[src/rtl/ispu_sched_pkg.sv]
// Shared types and helpers for the inverse-sigmoid unit scheduler.
// Holds the float word type and the round-robin pointer increment.
package ispu_sched_pkg;

    localparam int FLOAT_W = 32;

    typedef logic [FLOAT_W-1:0] float32_t;

    // Wrap-around increment of a requester index in the range 0..n-1.
    function automatic int next_ptr(input int idx, input int n);
        return (idx >= n - 1) ? 0 : idx + 1;
    endfunction

endpackage

[src/rtl/rr_arbiter.sv]
// Round-robin arbiter: grants the first requester found at or after ptr.
// Produces a one-hot grant (gated by en) and the grant index.
module rr_arbiter
    import ispu_sched_pkg::*;
#(
    parameter int N = 4,
    parameter int W = (N > 1) ? $clog2(N) : 1
) (
    input  logic [N-1:0] req,
    input  logic [W-1:0] ptr,
    input  logic         en,
    output logic [N-1:0] gnt,
    output logic [W-1:0] gnt_idx
);

    logic found;

    always_comb begin
        int cand;
        found   = 1'b0;
        gnt_idx = '0;
        cand    = int'(ptr);
        for (int k = 0; k < N; k++) begin
            if (!found && req[cand]) begin
                found   = 1'b1;
                gnt_idx = W'(cand);
            end
            cand = next_ptr(cand, N);
        end
    end

    generate
        for (genvar gi = 0; gi < N; gi++) begin : g_gnt
            assign gnt[gi] = en & found & (gnt_idx == W'(gi));
        end
    endgenerate

endmodule

[src/rtl/ispu_scheduler.sv]
// Shares one combinational inverse-sigmoid unit among NUM_REQ requesters
// through a two-stage issue/output pipeline with valid/ready backpressure.
module ispu_scheduler
    import ispu_sched_pkg::*;
#(
    parameter int NUM_REQ = 4,
    parameter int ID_W    = (NUM_REQ > 1) ? $clog2(NUM_REQ) : 1
) (
    input  logic                       clk,
    input  logic                       rst,
    input  logic [NUM_REQ-1:0]         req_valid,
    input  logic [NUM_REQ*FLOAT_W-1:0] req_x_float,
    output logic [NUM_REQ-1:0]         req_ready,
    output logic [FLOAT_W-1:0]         ispu_x_float,
    input  logic [FLOAT_W-1:0]         ispu_y_float,
    output logic                       resp_valid,
    output logic [ID_W-1:0]            resp_id,
    output logic [FLOAT_W-1:0]         resp_data,
    input  logic                       resp_ready,
    output logic                       busy
);

    float32_t op_arr [NUM_REQ];

    generate
        for (genvar gi = 0; gi < NUM_REQ; gi++) begin : g_op
            assign op_arr[gi] = req_x_float[FLOAT_W*gi +: FLOAT_W];
        end
    endgenerate

    logic            s1_valid_q, s1_valid_d;
    logic [ID_W-1:0] s1_id_q, s1_id_d;
    float32_t        s1_x_q, s1_x_d;
    logic            resp_valid_q, resp_valid_d;
    logic [ID_W-1:0] resp_id_q, resp_id_d;
    float32_t        resp_data_q, resp_data_d;
    logic [ID_W-1:0] rr_ptr_q, rr_ptr_d;

    logic               s2_stall, s1_adv, s1_free, xfer;
    logic [NUM_REQ-1:0] gnt;
    logic [ID_W-1:0]    gnt_idx;
    float32_t           op_sel;

    assign s2_stall = resp_valid_q & ~resp_ready;
    assign s1_adv   = s1_valid_q & ~s2_stall;
    assign s1_free  = ~s1_valid_q | s1_adv;

    rr_arbiter #(
        .N (NUM_REQ),
        .W (ID_W)
    ) u_arb (
        .req     (req_valid),
        .ptr     (rr_ptr_q),
        .en      (s1_free),
        .gnt     (gnt),
        .gnt_idx (gnt_idx)
    );

    // The grant is already qualified by req_valid, so any grant bit is a transfer.
    assign xfer = |gnt;

    always_comb begin
        op_sel = '0;
        for (int i = 0; i < NUM_REQ; i++) begin
            if (gnt[i]) begin
                op_sel = op_arr[i];
            end
        end
    end

    always_comb begin
        s1_valid_d   = s1_valid_q;
        s1_id_d      = s1_id_q;
        s1_x_d       = s1_x_q;
        resp_valid_d = resp_valid_q;
        resp_id_d    = resp_id_q;
        resp_data_d  = resp_data_q;
        rr_ptr_d     = rr_ptr_q;

        if (s1_adv) begin
            resp_valid_d = 1'b1;
            resp_id_d    = s1_id_q;
            resp_data_d  = ispu_y_float;
        end else if (resp_ready) begin
            resp_valid_d = 1'b0;
        end

        if (xfer) begin
            s1_valid_d = 1'b1;
            s1_id_d    = gnt_idx;
            s1_x_d     = op_sel;
            rr_ptr_d   = ID_W'(next_ptr(int'(gnt_idx), NUM_REQ));
        end else if (s1_adv) begin
            s1_valid_d = 1'b0;
        end
    end

    always_ff @(posedge clk) begin
        if (rst) begin
            s1_valid_q   <= 1'b0;
            s1_id_q      <= '0;
            s1_x_q       <= '0;
            resp_valid_q <= 1'b0;
            resp_id_q    <= '0;
            resp_data_q  <= '0;
            rr_ptr_q     <= '0;
        end else begin
            s1_valid_q   <= s1_valid_d;
            s1_id_q      <= s1_id_d;
            s1_x_q       <= s1_x_d;
            resp_valid_q <= resp_valid_d;
            resp_id_q    <= resp_id_d;
            resp_data_q  <= resp_data_d;
            rr_ptr_q     <= rr_ptr_d;
        end
    end

    assign req_ready    = gnt;
    assign ispu_x_float = s1_x_q;
    assign resp_valid   = resp_valid_q;
    assign resp_id      = resp_id_q;
    assign resp_data    = resp_data_q;
    assign busy         = s1_valid_q | resp_valid_q;

endmodule

[config.mk]
export PLATFORM = sky130hd
export DESIGN_NAME = ispu_scheduler
export DESIGN_NICKNAME = d
export VERILOG_FILES = /design/src/rtl/ispu_sched_pkg.sv /design/src/rtl/rr_arbiter.sv /design/src/rtl/ispu_scheduler.sv
export SDC_FILE = /design/constraint.sdc
export NUM_CORES = 1
export LEC_CHECK = 0
export ABC_AREA = 1
export CAP_MARGIN = 20
export CORE_ASPECT_RATIO = 0.6
export CORE_MARGIN = 2
export CORE_UTILIZATION = 40
export CTS_CLUSTER_DIAMETER = 120
export DETAILED_ROUTE_END_ITERATION = 10
export PLACE_DENSITY = 0.82
export SLEW_MARGIN = 20
export SYNTH_ARGS = -nofsm -noshare
export SYNTH_HDL_FRONTEND = slang
export SYNTH_SLANG_ARGS = --single-unit
[constraint.sdc]
create_clock -name clk -period 4.5 [get_ports clk]
set_clock_uncertainty 0.2 [all_clocks]
set_input_delay 0.9 -clock clk [delete_from_list [all_inputs] [get_ports clk]]
set_output_delay 0.9 -clock clk [all_outputs]
set_load 0.01 [all_outputs]
==> results.ini, run 1 <==
[outcome]
status = finished clean

[worst_setup_path]
start_kind = input port
end_kind = output port
rrSetupSlack_ps = 1120
rr_worst_depth = 20
path_max_fanout = 3
timing.rr.start = rr_ptr_q[0]
r2r_end = ispu_x_float[10]
critical_path_required_ps = 3400
cp_data_arrival_time_ps = 3220
worstSetupStartpoint = req_valid[3]
crit_type = in -> out

[grt]
grt_pass1_vias = 5033
grt-ovfl-total = 0
antenna_found_initial = 0
grt_max_degree = 59
track_usage_pct = 26.1
grt_pass1_wl_um = 25400

[logic_synthesis]
yosysUniqueCellTypes = 25
yosys-top-cells-area = dfxtp_1 (32%), nand2_1 (17%), nor2_1 (13%)
synth_area_um2 = 4510
synth_edf_count = 0
synth_area_leader_cell = dfxtp_1
synth_common_cells = nand2_1 (206), nor2_1 (157), inv_1 (81), dfxtp_1 (72), nand4_1 (59)
yosysSeqAreaShare_pct = 31.9
synth_most_common_cell = nand2_1
yosys.area.top_type_share_pct = 31.9
ys.warnings.count = 0
avgSynthCellArea_um2 = 5.91
async_reset_ff_share_pct = 0
syn_nets = 935
synth_seq_cells = 72
ys.flop_type = dfxtp_1
postSynthCellCount = 763

[floorplan]
design.die.area_um2 = 12200
core_area_um2 = 10800
die_w_um = 141
io_pins = 239
die_y_um = 86.3
row_count = 29
initial_core_util_pct = 41.9

[layout]
fin_nets = 1147
post-route-util_pct = 67.2
n_fill_cell = 976
layout.cells.non_filler = 1119
fin_area_um2 = 7240
area_growth_pct = 60.5
drive_gt1_share_pct = 5.51
antenna_cells = 0

[worst_hold_path]
hold_class = reg -> reg
whs_path_depth = 2
min_to = ispu_x_float[5]
min_from = ispu_x_float[5]

[route]
firstDrtPassIters = 4
post_drt_wl_per_cell_um = 14.5
drtIter0Drc = 294
ant_nets = 0
drc = 0
wl_um = 16300
via_per_inst = 4.97
route.vias.total = 5567

[timing]
worst_pin_slew_ps = 1040
fmax_ghz = 0.231
slew_violations = 0
setup_violations = 0
hold_viol = 0
hold_ws_ps = 262
min_period_ps = 4320
setup_tns_ps = 0
fin_crit_sh_pct = 96.1
max_slew_margin_pct = 30.7
setup_slack_ps = 175

[place]
dp_hpwl_um = 12100
place.gp.congestion = 0.897
io_buffers = 238
place_inst = 1103
pre_cts_ws_ps = 75.4
place_area_um2 = 6940

[clock_network]
ctsResizeCount = 0
insertion_delay_ps = 330
cts_post_setup_buffers_inserted = 0
clockBufferDepth = 2
cts.sinks = 72
clock-root-buffer = clkbuf_16
numCtsBuffers = 9
htreeDepth = 3
cts_tree = done
cts_hold_buffers = 0
clk_pin_slew_ps = 50

[power]
powerDensity_nw_per_um2 = 818
peakVddDrop_v = 0.000543
p_leak_nw = 3.39
power.total_mw = 5.92

[job]
drv_cap = 0

## flip-flops by register name, summed over array words and instances (netlist names)
| register | flops |
|---|---|
| ispu_x_float | 32 |
| resp_data | 32 |
| resp_id | 2 |
| resp_valid | 1 |
| rr_ptr_q | 2 |
| s1_id_q | 2 |
| s1_valid_q | 1 |
## cell type report
cell class	count	area, um^2	area share [%]
clock buffers	10	239	3.30
flip-flops and latches	72	1440	19.9
clock inverters	6	43.8	0.605
well taps	139	174	2.40
inverters	86	323	4.46
multi-input cells	549	2490	34.4
repair buffers	257	2530	35.0
## placed cells by master (no fill, tap or decap), drive strengths merged
master	count
o21ai	39
dfxtp	72
a21oi	36
clkdlybuf4s50	235
o21a	1
inv	86
nand4	59
clkinvlp	1
dlymetal6s2s	3
buf	19
nand3b	2
nor3	2
or2	1
clkinv	5
nor2	162
clkbuf	10
ha	5
o211ai	13
nand3	20
nand2	209
## cell families after synthesis
| family | synth area share, % |
|---|---|
| AND/OR/NAND/NOR | 42.8 |
| buffers and inverters | 13.2 |
| AO/OA/AOI/OAI | 10.6 |
| flip-flops | 31.9 |
| adder cells (fa/ha/maj) | 1.39 |
## worst max-delay path: stages
cell,delay [ps]
clkdlybuf4s50_1,390
inv_1,90
nand2_1,60
nand3_1,150
nand2_2,110
nor2_4,120
nand4_1,150
o21ai_1,200
buf_4,150
ha_1,160
inv_1,70
nor2_4,120
clkdlybuf4s50_1,560
## how the worst max path moves through the flow
stage                   end  slack, ps  cells past startpoint
2_1_floorplan  req_ready[1]        830                     12
3_3_place_gp   req_ready[1]        140                     13
3_5_place_dp   req_ready[2]         80                     14
4_1_cts        req_ready[2]         60                     14
5_1_grt        req_ready[0]         -3                     13
6_report       req_ready[0]        180                     13
## metal layers
layer,global-route usage [%],routed length [um],up-vias
li1,-,-,2844
met3,8.07,1470,26
met2,44.1,7520,206
met4,6.55,323,0
met5,0,0,-
met1,32.9,6940,2491
## power breakdown
| part | leakage (nW) | internal [mW] | switching, mW |
|---|---|---|---|
| Combinational | 2.65 | 1.71 | 2.63 |
| Clock | 0.139 | 0.390 | 0.278 |
| Sequential | 0.596 | 0.824 | 0.0898 |
| Total | 3.39 | 2.92 | 3.00 |
Power figures use the tool's default switching activity.
==> inputs of run 2 (changes only) <==
--- a/config.mk
+++ b/config.mk
@@ -12,7 +12,10 @@
 export CORE_UTILIZATION = 40
 export CTS_CLUSTER_DIAMETER = 120
 export DETAILED_ROUTE_END_ITERATION = 10
+export GPL_ROUTABILITY_DRIVEN = 0
+export GPL_TIMING_DRIVEN = 0
 export PLACE_DENSITY = 0.82
+export REMOVE_ABC_BUFFERS = 1
 export SLEW_MARGIN = 20
 export SYNTH_ARGS = -nofsm -noshare
 export SYNTH_HDL_FRONTEND = slang
==> results.ini, run 2 (same netlist as run 1, synthesis figures left out) <==
[worst_setup_path]
path_max_fanout = 4
start_kind = input port
crit_type = in -> out
crit_slowest_cell = clkdlybuf4s50_1
r2r_end = ispu_x_float[30]
rr_worst_depth = 18
cp_common_cell = inv_1
critical_path_required_ps = 3400
worstSetupStartpoint = req_valid[3]
crit_family = buffers and inverters
path_cells = clkdlybuf4s50_1 -> inv_1 -> nand2_1 -> nand3_1 -> nand2_2 -> nor2_4 -> nand4_1 -> buf_4 -> nand3_2 -> o21ai_4 -> inv_1 -> ha_4 -> clkinvlp_4 -> nor2_1 -> clkdlybuf4s15_1
timing.rr.start = rr_ptr_q[0]
cpPeakStageDelay_ps = 390
critPathBufInv = 6
cp_data_arrival_time_ps = 3260
rrSetupSlack_ps = 820
end_kind = output port

[timing]
fmax_ghz = 0.230
slew_violations = 0
setup_slack_ps = 145
max_slew_margin_pct = 32.8
worst_pin_slew_ps = 1010
fin_crit_sh_pct = 96.8
setup_violations = 0
hold_viol = 0
min_period_ps = 4360

[outcome]
status = finished clean

[route]
ant_nets = 0
drtIter0Drc = 356
wl_um = 16900
dr_wl_met2_um = 7650
wl_met3_um = 1330
wl_met1_um = 7740
dr.max_layer_used = met4
route.vias.total = 5562
via_per_inst = 4.97
drc = 0
post_drt_wl_per_cell_um = 15.1
firstDrtPassIters = 5

[clock_network]
clockBufferDepth = 2
cts_tree = done
htreeDepth = 3
clock-root-buffer = clkbuf_16
cts.sinks = 72
insertion_delay_ps = 330
clk_pin_slew_ps = 60
numCtsBuffers = 9

[grt]
track_usage_pct = 27.5
grt_pass1_wl_um = 26400
grt-ovfl-total = 0
grt_pass1_vias = 5154
grt_max_degree = 49
antenna_found_initial = 0

[place]
dp_hpwl_um = 11400
pre_cts_ws_ps = -1240
io_buffers = 238

[worst_hold_path]
min_to = ispu_x_float[12]
hold_class = reg -> reg
whs_path_depth = 2
min_from = ispu_x_float[12]

[power]
intPower_mw = 3.32
combPwrFrac_pct = 72.6
peakVddDrop_v = 0.000611
seq_power_share_pct = 13.9
p_leak_nw = 3.46
pwr-share-clk_pct = 13.6
swShare_pct = 49.3
p_sw_mw = 3.23
powerDensity_nw_per_um2 = 876

[job]
drv_cap = 0

[floorplan]
row_count = 29
io_pins = 239
die_y_um = 86.3
design.die.area_um2 = 12200
initial_core_util_pct = 41.9
core_area_um2 = 10800
die_w_um = 141

[layout]
antenna_cells = 0
post-route-util_pct = 69.4
final_common_cell = clkdlybuf4s50_1
drive_gt1_share_pct = 6.53
layout_common_cells = clkdlybuf4s50_1 (233), nand2_1 (204), nor2_1 (157), inv_1 (76), dfxtp_1 (72)
area_growth_pct = 65.8
n_fill_cell = 965
fin_nets = 1147

## run 2: cell types whose count changed in the layout (fill, tap and decap cells not counted), sizes merged, moves of 2 or more
cell / before / now
bufinv: 0 / 4
clkdlybuf4s50: 235 / 233
clkinv: 5 / 3
nand2: 209 / 211
## run 2: cell type report
cell class | count | area (um^2) | area share, %
clock buffers | 9 | 225 | 3.01
clock inverters | 7 | 143 | 1.91
inverters | 86 | 337 | 4.50
multi-input cells | 551 | 2590 | 34.6
flip-flops and latches | 72 | 1440 | 19.3
well taps | 139 | 174 | 2.32
repair buffers | 255 | 2570 | 34.4
## run 2: tightest hold or removal path, stage by stage, from the launching register on
cell	delay, ps
dfxtp_1	310
nand2_1	60
a21oi_1	50
## run 2: metal layers
layer,vias up,global-route usage [%]
met5,-,0
met4,0,5.18
met3,18,8.01
met2,204,45.4
met1,2490,36.3
li1,2850,-
## run 2: worst max-delay path by stage
stage	cells after the start	to	slack, ps
floorplan	10	req_ready[3]	20
global placement	10	req_ready[3]	-2070
detailed placement	14	req_ready[2]	-1240
CTS	14	req_ready[3]	-40
global route	15	req_ready[2]	-20
finish	15	req_ready[2]	140
## run 2: timing repair
| item | 4_1_cts | 5_1_grt |
|---|---|---|
| buffers inserted | 12 | 1 |
| pin swaps | 5 | 2 |
| gates cloned | 2 | 0 |
| hold buffers | 0 | 0 |
| resized for setup | 20 | 7 |
| setup endpoints to repair | 36 | 3 |
## run 2: through the flow
| stage | cell area [um^2] | power [mW] | TNS (ps) | hold slack [ps] | cells |
|---|---|---|---|---|---|
| after CTS | 7450 | 6.50 | -38.1 | 264 | 1118 |
| final | 7480 | 6.55 | 0 | 265 | 1119 |
| after floorplan | 4240 | 3.74 | 0 | 236 | 707 |
| after global placement | 6800 | 4.99 | -40350 | 253 | 1084 |
| after global routing | 7480 | 7.18 | -15.8 | 280 | 1119 |
| after detailed placement | 6890 | 5.17 | -19670 | 255 | 1088 |
## run 2: power groups by stage
stage,Sequential (mW),Clock (mW),Combinational [mW]
after global placement,0.917,0,4.07
final,0.910,0.889,4.76
after detailed placement,0.920,0,4.25
after floorplan,0.980,0,2.76
after CTS,0.909,0.899,4.70
after global routing,0.929,0.933,5.32
